File: config.mk
export PLATFORM = sky130hd
export DESIGN_NAME = pwm_sample_decoder
export DESIGN_NICKNAME = d
export VERILOG_FILES = /design/src/rtl/pwm_sample_decoder_pkg.sv /design/src/rtl/pwm_sample_decoder_sync_edge_detect.sv /design/src/rtl/pwm_sample_decoder.sv
export SDC_FILE = /design/constraint.sdc
export NUM_CORES = 1
export LEC_CHECK = 0
export BUFFER_PORTS_ARGS = -buffer_cell sky130_fd_sc_hd__clkbuf_2
export CAP_MARGIN = 10
export CORE_AREA = 2 2 66 68
export CTS_CLUSTER_SIZE = 25
export DETAILED_ROUTE_END_ITERATION = 8
export DIE_AREA = 0 0 68 70
export GPL_TIMING_DRIVEN = 0
export PLACE_DENSITY_LB_ADDON = 0.2
export SYNTH_ARGS = -nofsm -noshare
export SYNTH_HDL_FRONTEND = slang
export SYNTH_SLANG_ARGS = --single-unit
File: constraint.sdc
create_clock -name clk -period 3.28 [get_ports clk]
set_input_delay 0.328 -clock clk [delete_from_list [all_inputs] [get_ports clk]]
set_output_delay 0.328 -clock clk [all_outputs]
set_load 0.01 [all_outputs]
File: src/rtl/pwm_sample_decoder_pkg.sv
// Shared definitions for the PWM audio path: decoder states and the frame
// geometry that the PWM generator and this decoder must agree on.
package pwm_sample_decoder_pkg;

    typedef enum logic {
        IDLE  = 1'b0,
        TRACK = 1'b1
    } state_t;

    localparam int PWM_SAMPLE_W = 8;
    localparam int PWM_PERIOD   = 256;

endpackage

File: src/rtl/pwm_sample_decoder_sync_edge_detect.sv
// Brings the asynchronous pad signal into the clk domain and flags its rising
// edges one cycle wide.
module pwm_sample_decoder_sync_edge_detect #(
    parameter int SYNC_STAGES = 2
) (
    input  logic clk,
    input  logic reset,
    input  logic i_d,
    output logic o_s,
    output logic o_rise
);

    logic [SYNC_STAGES-1:0] r_sync;
    logic                   r_s_d;

    always_ff @(posedge clk or posedge reset) begin
        if (reset) begin
            r_sync <= '0;
            r_s_d  <= 1'b0;
        end else begin
            r_sync <= {r_sync[SYNC_STAGES-2:0], i_d};
            r_s_d  <= r_sync[SYNC_STAGES-1];
        end
    end

    assign o_s    = r_sync[SYNC_STAGES-1];
    assign o_rise = o_s & ~r_s_d;

endmodule

File: src/rtl/pwm_sample_decoder.sv
// Recovers one sample per PWM frame from the looped-back sigout waveform by
// counting high cycles between frame boundaries; flags period violations.
module pwm_sample_decoder
    import pwm_sample_decoder_pkg::*;
#(
    parameter int SAMPLE_W    = PWM_SAMPLE_W,
    parameter int PERIOD      = PWM_PERIOD,
    parameter int SYNC_STAGES = 2
) (
    input  logic                clk,
    input  logic                reset,
    input  logic                en,
    input  logic                sigout_in,
    output logic [SAMPLE_W-1:0] sample,
    output logic                sample_valid,
    output logic                frame_err,
    output logic                locked,
    output logic [7:0]          err_cnt
);

    localparam int                PCNT_W     = $clog2(PERIOD) + 1;
    localparam logic [PCNT_W-1:0] PERIOD_END = PCNT_W'(PERIOD);

    // A frame that stayed high throughout and then fell at the boundary counts
    // PERIOD highs, which does not fit in SAMPLE_W bits; clamp to full scale.
    function automatic logic [SAMPLE_W-1:0] sat_sample(input logic [SAMPLE_W:0] v);
        return v[SAMPLE_W] ? {SAMPLE_W{1'b1}} : v[SAMPLE_W-1:0];
    endfunction

    function automatic logic [7:0] sat_inc8(input logic [7:0] v);
        return (v == 8'hFF) ? v : v + 8'd1;
    endfunction

    logic              w_s;
    logic              w_rise;
    state_t            r_state;
    state_t            w_state_nxt;
    logic              w_frame_start;
    logic              w_emit;
    logic              w_err;
    logic [PCNT_W-1:0] r_period_cnt;
    logic [SAMPLE_W:0] r_high_cnt;
    logic [SAMPLE_W-1:0] r_sample;
    logic              r_sample_valid;
    logic              r_frame_err;
    logic [7:0]        r_err_cnt;

    pwm_sample_decoder_sync_edge_detect #(
        .SYNC_STAGES (SYNC_STAGES)
    ) u_sync (
        .clk    (clk),
        .reset  (reset),
        .i_d    (sigout_in),
        .o_s    (w_s),
        .o_rise (w_rise)
    );

    always_ff @(posedge clk or posedge reset) begin
        if (reset) r_state <= IDLE;
        else       r_state <= w_state_nxt;
    end

    always_comb begin
        w_state_nxt   = r_state;
        w_frame_start = 1'b0;
        w_emit        = 1'b0;
        w_err         = 1'b0;
        if (!en) begin
            w_state_nxt = IDLE;
        end else begin
            case (r_state)
                IDLE: begin
                    if (w_rise) begin
                        w_state_nxt   = TRACK;
                        w_frame_start = 1'b1;
                    end
                end
                TRACK: begin
                    if (r_period_cnt == PERIOD_END) begin
                        // A low line at the boundary is a legal zero-duty frame.
                        if (w_rise || !w_s) begin
                            w_emit        = 1'b1;
                            w_frame_start = 1'b1;
                        end else begin
                            w_err       = 1'b1;
                            w_state_nxt = IDLE;
                        end
                    end else if (w_rise) begin
                        w_err         = 1'b1;
                        w_frame_start = 1'b1;
                    end
                end
                default: w_state_nxt = IDLE;
            endcase
        end
    end

    // Frame counters are always reloaded at lock, so they need no reset.
    always_ff @(posedge clk) begin
        if (w_frame_start) begin
            r_period_cnt <= PCNT_W'(1);
            r_high_cnt   <= {{SAMPLE_W{1'b0}}, w_s};
        end else if (r_state == TRACK && w_state_nxt == TRACK) begin
            r_period_cnt <= r_period_cnt + PCNT_W'(1);
            r_high_cnt   <= r_high_cnt + {{SAMPLE_W{1'b0}}, w_s};
        end
    end

    always_ff @(posedge clk or posedge reset) begin
        if (reset) begin
            r_sample       <= '0;
            r_sample_valid <= 1'b0;
            r_frame_err    <= 1'b0;
            r_err_cnt      <= 8'd0;
        end else begin
            r_sample_valid <= w_emit;
            r_frame_err    <= w_err;
            if (w_emit) r_sample  <= sat_sample(r_high_cnt);
            if (w_err)  r_err_cnt <= sat_inc8(r_err_cnt);
        end
    end

    assign sample       = r_sample;
    assign sample_valid = r_sample_valid;
    assign frame_err    = r_frame_err;
    assign locked       = (r_state == TRACK);
    assign err_cnt      = r_err_cnt;

endmodule

# After elaboration in Yosys (flattened, before gate mapping)
# Index checks and enable logic that the tools add are counted.
word_totals:
  ff_bits: 40
  latchBits: 0
  mem_bits_rw: 0
  romBits: 0
  inputBits: 4
  out_inout_bits: 19
  wordCells: 42
  n_memories: 0
classes:
  n_addsub: 3
  multipliers: 0
  div_mod_pow: 0
  order_cmp: 0
  eq_ne: 2
  n_shift: 0
  n_mux: 18
  n_bitwise: 4
  n_reduce_logical: 5
ops:
  columns: ["cell", "n"]
  rows:
  - ["$mux 1", 15]
  - ["$add 9x1->9", 1]
  - ["$add 9x1->9 const B", 1]
  - ["$eq 9x9->1 const B", 1]
  - ["$add 8x1->8 const B", 1]
  - ["$eq 8x8->1 const B", 1]
  - ["$mux 8", 1]
  - ["$pmux 1 s2", 2]
  - ["$not 1->1", 3]
  - ["$reduce_and 2->1", 1]
  - ["$reduce_bool 2->1", 1]
  - ["$and 1x1->1", 1]
  - ["$logic_and 1x1->1", 1]
  - ["$logic_not 1->1", 1]
  - ["$logic_or 1x1->1", 1]

# Logic depth before layout (Yosys ltp)
# Gate-level depths: netlist of the first run.
depth:
  ltp_word: 10
  ltp_mapped: 9
  depth_no_buf: 7

# Modules after synthesis
# Synthesis of the first run repeated with hierarchy kept, for this count alone.
unflattened:
  hier_cells: 178
  area_unflattened_um2: 1803.0
modules_own_cells:
  columns: ["module", "instances", "cells_each", "area_each_um2", "seq_area_each_um2"]
  rows:
  - ["pwm_sample_decoder", 1, 173, 1710.4, 845.8]
  - ["pwm_sample_decoder_sync_edge_detect", 1, 5, 92.6, 75.1]

# Worst setup path after synthesis of the first run
# OpenSTA, ideal clock, no wires.
synth_path:
  kind: "register to register"
  from: "register r_period_cnt[0]"
  to: "register r_err_cnt[1] (netlist: err_cnt[1])"
  setup_time_ps: 125
  arrival_ps: 1768
  required_ps: 3155
  setup_slack_ps: 1387
  path_stages_with_launch: 9
  path_buffers: 1
  period_less_slack_ps: 1893
  path_cell_list: "dfxtp_1 inv_1 ha_1 and4bb_2 and3_2 o211a_1 buf_6 and2_4 mux2_4"
synth_between:
  elab_chain_len: 5
synth_lines:
  columns: ["item", "line", "rtl"]
  rows:
  - ["start, declared", "pwm_sample_decoder.sv:41", "logic [PCNT_W-1:0] r_period_cnt;"]
  - ["start signal, assigned", "pwm_sample_decoder.sv:104", "r_period_cnt <= r_period_cnt + PCNT_W'(1);"]
  - ["$eq 9x9->1", "pwm_sample_decoder.sv:79", "if (r_period_cnt == PERIOD_END) begin"]
  - ["$mux 1", "pwm_sample_decoder.sv:79", null]
  - ["$mux 1", "pwm_sample_decoder.sv:71", "case (r_state)"]
  - ["$mux 1", "pwm_sample_decoder.sv:68", "if (!en) begin"]
  - ["net w_err", "pwm_sample_decoder.sv:40", "logic w_err;"]
  - ["$reduce_and 2->1 (no line)", null, null]
  - ["end signal, assigned", "pwm_sample_decoder.sv:119", "if (w_err) r_err_cnt <= sat_inc8(r_err_cnt);"]
  - ["end, declared", "pwm_sample_decoder.sv:46", "logic [7:0] r_err_cnt;"]
# The timed path passes the listed nets, and every way through them passes these cells.
# A chain may end at the register's enable or synchronous reset.

# Worst setup path in the final report of the first run
layout_path:
  from: "register r_period_cnt[0]"
  to: "register r_high_cnt[8]"
layout_between:
  elab_chain_len: 5
  elab_cells_between_ends: 8
  classes_between: "eq/ne: 1; mux: 6; reduce/logical: 1"
layout_lines:
  columns: ["item", "line", "rtl"]
  rows:
  - ["$eq 9x9->1 (*)", "pwm_sample_decoder.sv:79", null]
  - ["$mux 1", "pwm_sample_decoder.sv:79", null]
  - ["$pmux 1 s2", "pwm_sample_decoder.sv:71", null]
  - ["$mux 1", "pwm_sample_decoder.sv:68", null]
  - ["$logic_and 1x1->1", "pwm_sample_decoder.sv:103", "end else if (r_state == TRACK && w_state_nxt == TRACK) begin"]
  - ["end signal, assigned", "pwm_sample_decoder.sv:102", "r_high_cnt <= {{SAMPLE_W{1'b0}}, w_s};"]
  - ["end signal, assigned", "pwm_sample_decoder.sv:105", "r_high_cnt <= r_high_cnt + {{SAMPLE_W{1'b0}}, w_s};"]
  - ["end, declared", "pwm_sample_decoder.sv:42", "logic [SAMPLE_W:0] r_high_cnt;"]
# Every way passes the cells marked *; elsewhere a longest branch is shown, timed or not.

==> results of run 1 <==
==> kinds of logic after synthesis <==
logic type / synth area share [%]
mux: 2.68
compound gates: 8.54
flops: 51.9
buf+inv: 3.17
fa+ha+maj: 3.53
xor+xnor: 8.40
simple gates: 21.7
==> area by class of cell <==
cell class              count  area [um2]  share of cell area (%)
well taps                  52        65.1                    3.13
flip-flops and latches     40         921                    44.4
inverters                   6        22.5                    1.08
repair buffers             22         110                    5.30
clock buffers               7        97.6                    4.70
multi-input cells         131         796                    38.3
plain buffers               6        33.8                    1.63
clock inverters             1        30.0                    1.45
==> registers in the layout (all words and copies together), names as in the netlist <==
signal         count
r_high_cnt         9
r_period_cnt       9
err_cnt            8
sample             8
u_sync.r_sync      2
frame_err          1
locked             1
sample_valid       1
u_sync.r_s_d       1
==> layout by cell type (no fill, tap or decap), types with 2 or more instances in the layout <==
cell type	instances
a21oi_1	5
nand2_1	25
buf_2	3
xor2_1	13
a31oi_1	5
inv_1	6
o21ai_0	9
nand3_1	4
clkbuf_2	22
and3_2	2
xnor2_1	4
dfxtp_1	17
clkbuf_1	2
nor2b_1	2
o21a_1	3
clkbuf_8	5
nor2_1	29
nand4_1	7
ha_1	5
dfrtp_1	22
and3_1	5
==> worst min-delay path by stage <==
stage,endpoint,slack (ns),cells past startpoint
after floorplan,err_cnt[0],0.32,1
after global placement,u_sync.r_sync[1],0.33,0
after detailed placement,u_sync.r_sync[1],0.36,0
after CTS,u_sync.r_sync[0],0.13,1
after global routing,u_sync.r_sync[0],0.13,1
final,u_sync.r_sync[0],0.13,1
==> worst register-to-register path, cell delays in order (launching register included) <==
cell and delay (ns):
dfxtp_1 0.39, inv_1 0.06, ha_1 0.18, and4bb_2 0.25, a41oi_1 0.37, buf_2 0.29, nand4_1 0.13, xor2_1 0.16
nor2_1 0.10
==> power by group through the flow <==
stage / Clock [mW] / Combinational (mW) / Sequential [mW]
after CTS: 0.455 / 0.118 / 0.565
after global routing: 0.471 / 0.137 / 0.571
after detailed placement: 0 / 0.118 / 0.576
after global placement: 0 / 0.114 / 0.575
final: 0.446 / 0.115 / 0.564
after floorplan: 0 / 0.0765 / 0.574
==> stage by stage <==
stage	worst slack, ns	cells
5_1_grt	1.06	265
4_1_cts	1.25	265
3_3_place_gp	1.29	257
3_5_place_dp	1.27	257
2_1_floorplan	1.39	183
6_report	1.30	265
==> metal layers <==
layer / global-route usage [%] / up-vias / wire length, um
met1: 19.3 / 628 / 1500
met5: 0 / - / 0
met2: 22.7 / 24 / 1460
met3: 3.38 / 7 / 117
li1: - / 674 / -
met4: 8.00 / 0 / 83
==> results.toml, run 1 <==
[worst_setup_path]
crit_arrival_ns = 2.22
cp-end-kind = "flop"
start_kind = "flop"
rrSetupSlack_ns = 1.30
r2r_end = "r_high_cnt[8]"
cpMaxStageDelayCell = "dfxtp_1"
path_buf_inv = 2
crit_required_ns = 3.52
worstReg2RegStart = "r_period_cnt[0]"
crit_path_max_incr_delay_ns = 0.39
cp-startpoint = "r_period_cnt[0]"
path_class = "flop to flop"
path_max_fanout = 10
path_cells = "inv_1 -> ha_1 -> and4bb_2 -> a41oi_1 -> buf_2 -> nand4_1 -> xor2_1 -> nor2_1"
cpLargestDelayFamily = "simple AND/OR/NAND/NOR gates"
crit_path_end = "r_high_cnt[8]"
rr_worst_depth = 8
path_depth = 8

[global_routing]
grt_max_degree = 23
grt_usage_pct = 14.9
overflow = 0
grt_pass1_vias = 1189
antenna_found_initial = 0
grt_pass1_wl_um = 5330

[outcome]
status = "complete, no violations"

[sta]
drv_slew = 0
rsz0062_at_grt = "no"
skew_ns = 0.00917
slew_headroom_pct = 44.7
max_freq_mhz = 504
tns_ns = 0
setup_violations = 0
min_period_ns = 1.98
tightest_slew_ns = 0.829
holdWs_ns = 0.133
finalHoldViolCount = 0
layout_worst_path_cycle_share_pct = 60.5

[logic_synthesis]
synth_top_flop_cell = "dfrtp_1"
yosysMostFrequentCell = "nor2_1"
yosysWarningCount = 0
yosysTopAreaCellShare_pct = 31.1
syn_nets = 192
synthTopCellsByCount = "nor2_1 (29), nand2_1 (25), dfrtp_1 (22)"
ys_seq_elements = 40
synth.area.top_cells = "dfrtp_1 (31%), dfxtp_1 (19%), xor2_1 (6.4%)"
ys_seq_area_share_pct = 51.9
synthArstFlopShare_pct = 55.0
synth-edff-count = 1
postSynthCellCount = 183
syn_area_mm2 = 0.00177
ys_types = 35
synth_area_leader_cell = "dfrtp_1"
syn-mean-instance-area_um2 = 9.69

[hold_path]
min-delay-start = "sigout_in"
hp-class = "primary input to flop"

[floorplanning]
die_w_um = 68
ios = 23
rows = 24
die_h_um = 70
core_area_mm2 = 0.00414
die_area_mm2 = 0.00476
start_util_pct = 42.8

[final_layout]
antenna_cells = 0
final_area_mm2 = 0.00208
final_layout_size_suffix_gt1_share_pct = 18.8
fillCellCount = 385
final_nets = 221
final_util_pct = 50.1
area_growth_pct = 17.1

[clocking]
clkTransAtPathRegs_ns = 0.08
root_buffer = "clkbuf_8"
clock_sinks = 40
clock_path_buffers = 2
worstSkewPairLatency_ns = 0.30
post_cts_buffers = 0
cts_tree = "yes"
postCtsHoldBufs = 0
htreeDepth = 2
ctsResizeCount = 0
cts_buffers = 5

[drt]
dr.first_iter.drc_count = 40
drcViolationCount = 0
dr.pass1.iters = 4
vias = 1333
totalWireLength_um = 3160
wl_per_cell_um = 11.9
via_per_inst = 5.03
antenna_left = 0

[power]
p_sw_share_pct = 24.0
clock_power_share_pct = 39.6
power_leakage_nw = 0.980
p_total_mw = 1.13
ir_drop_mv = 0.288
power_density_mw_per_mm2 = 542
power.switching_mw = 0.270
combPwrFrac_pct = 10.2
pwr-share-seq_pct = 50.1
p_int_mw = 0.856

[placement]
dp_hpwl_um = 2230
placed_area_mm2 = 0.00195
io_buffers = 22
place.gp.congestion = 0.692

[job]
drv_cap = 0
(Power assumes the default switching activity.)
==> run 2, diff against run 1 <==
==> constraint.sdc (replaced) <==
create_clock -name clk -period 1.65 [get_ports clk]
set_input_delay 0.165 -clock clk [delete_from_list [all_inputs] [get_ports clk]]
set_output_delay 0.165 -clock clk [all_outputs]
set_load 0.01 [all_outputs]
==> run 2 against run 1 <==
Net effect: the flow now finishes with violations (negative hold slack, negative setup slack); die area is the same; fmax grew 11%; wire length grew 8.9%; cell count grew 6.8%; sequential share of layout area shrank 4.5 points; clock skew shrank 0.0045 ns; global-route usage grew 1.2 points; register-to-register slack lost 1.4 ns; flip-flop and latch count is the same; worst setup slack lost 1.4 ns; sequential power grew 99%; critical endpoint is now err_cnt[1]; largest power group unchanged; highest routed layer unchanged.
==> results.toml, run 2 (synthesized netlist as in run 1, its figures left out) <==
[global_routing]
overflow = 0
grt_pass1_vias = 1346
antenna_found_initial = 0
grt_pass1_wl_um = 5810
grt_max_degree = 23
grt_usage_pct = 16.1

[sta]
min_period_ns = 1.79
setup_violations = 29
tightest_slew_ns = 0.809
skew_ns = 0.00468
drv_slew = 0
rsz0062_at_grt = "yes"
holdWs_ns = -0.00165
finalHoldViolCount = 10
setup_ws_ns = -0.136
layout_worst_path_cycle_share_pct = 108
slew_headroom_pct = 46.0
max_freq_mhz = 560

[final_layout]
final_cell_mix = "nor2_1 (28), nand2_1 (23), clkbuf_2 (22)"
final_util_pct = 56.2
antenna_cells = 0
largestRegisters = "r_high_cnt x9, r_period_cnt x9"
final_layout_size_suffix_gt1_share_pct = 32.5
area_growth_pct = 31.4
final_common_cell = "nor2_1"
multi_input_area_um2 = 871
fillCellCount = 365
final_cells = 283
seqCellArea_um2 = 930
final_nets = 239

[worst_setup_path]
cp-end-kind = "flop"
rr_worst_depth = 8
crit_path_end = "err_cnt[1]"
crit_required_ns = 1.83
path_max_fanout = 6
crit_arrival_ns = 1.97
rrSetupSlack_ns = -0.14
worstReg2RegStart = "r_period_cnt[1]"
path_class = "flop to flop"
cp-startpoint = "r_period_cnt[1]"
r2r_end = "err_cnt[1]"
start_kind = "flop"

[outcome]
violations = "negative hold slack, negative setup slack"
status = "finished, violations left"

[floorplanning]
die_h_um = 70
die_w_um = 68
die_area_mm2 = 0.00476
rows = 24
core_area_mm2 = 0.00414
ios = 23
start_util_pct = 42.8

[placement]
dp.cells = 257
io_buffers = 22
dp_slack_ns = -0.246
place.gp.congestion = 0.811
dp_hpwl_um = 2220

[drt]
wl_met3_um = 178
vias = 1391
drcViolationCount = 0
dr.first_iter.drc_count = 103
drt-met1-wl_um = 1570
wl_per_cell_um = 12.2
met2_length_um = 1630
dr.max_layer_used = "met4"
dr.pass1.iters = 5
via_per_inst = 4.92
antenna_left = 0
totalWireLength_um = 3440

[power]
power_density_mw_per_mm2 = 913
ir_drop_mv = 0.610
power_leakage_nw = 1.08
p_total_mw = 2.13

[clocking]
worstSkewPairLatency_ns = 0.30
root_buffer = "clkbuf_8"
htreeDepth = 2
cts_tree = "yes"
clock_sinks = 40
cts_buffers = 5
clkTransAtPathRegs_ns = 0.07
clock_path_buffers = 2

[job]
drv_cap = 0

[hold_path]
hp-class = "primary input to async pin"
run 2: what timing repair did:
action / in CTS / in global routing
cloned: 1 / 1
endpoints found under the setup margin: 32 / 34
hold endpoints to repair: 1 / 0
pin swaps: 4 / 3
resized for setup: 20 / 12
hold buffers: 1 / 0
buffers inserted: 10 / 5
run 2: per-stage QoR:
stage / instance area, um2 / setup TNS [ns]
floorplan: 1790 / -0.487
global placement: 1960 / -4.61
detailed placement: 1960 / -4.77
CTS: 2230 / -1.97
global route: 2330 / -4.87
finish: 2330 / -1.78
run 2: how the worst min path moves through the flow:
stage | from | end | slack [ns] | depth (start not counted)
2_1_floorplan | reset | err_cnt[0] | 0.15 | 1
3_3_place_gp | sigout_in | u_sync.r_sync[0] | 0.28 | 1
3_5_place_dp | sigout_in | u_sync.r_sync[0] | 0.28 | 1
4_1_cts | reset | err_cnt[4] | 0.02 | 2
5_1_grt | reset | err_cnt[2] | 0.1 | 2
6_report | reset | sample[5] | -0.002 | 2
run 2: final cells by class:
cell class | instances | area share [%]
Tap cell | 52 | 2.79
Timing Repair Buffer | 40 | 12.0
Multi-Input combinational cell | 131 | 37.4
Clock buffer | 7 | 3.71
Clock inverter | 1 | 0.322
Inverter | 6 | 0.967
Buffer | 6 | 2.90
Sequential cell | 40 | 39.9
run 2: worst max-delay path, cell delays in order, from the launching register on:
cell,delay (ns)
dfxtp_2,0.33
inv_2,0.07
ha_4,0.13
and4bb_4,0.26
and3_4,0.18
o211a_1,0.14
buf_6,0.11
and2_4,0.16
mux2_4,0.29
run 2: power by group:
group	total, mW	internal [mW]	switching (mW)
sequential	1.12	1.05	0.0660
combinational	0.340	0.179	0.161
clock	0.668	0.339	0.329
total	2.13	1.57	0.556
run 2: layer usage:
layer | up-vias | GRT usage [%]
met1 | 644 | 19.4
met4 | 0 | 6.89
met3 | 7 | 6.44
li1 | 713 | -
met5 | - | 0
met2 | 27 | 25.1
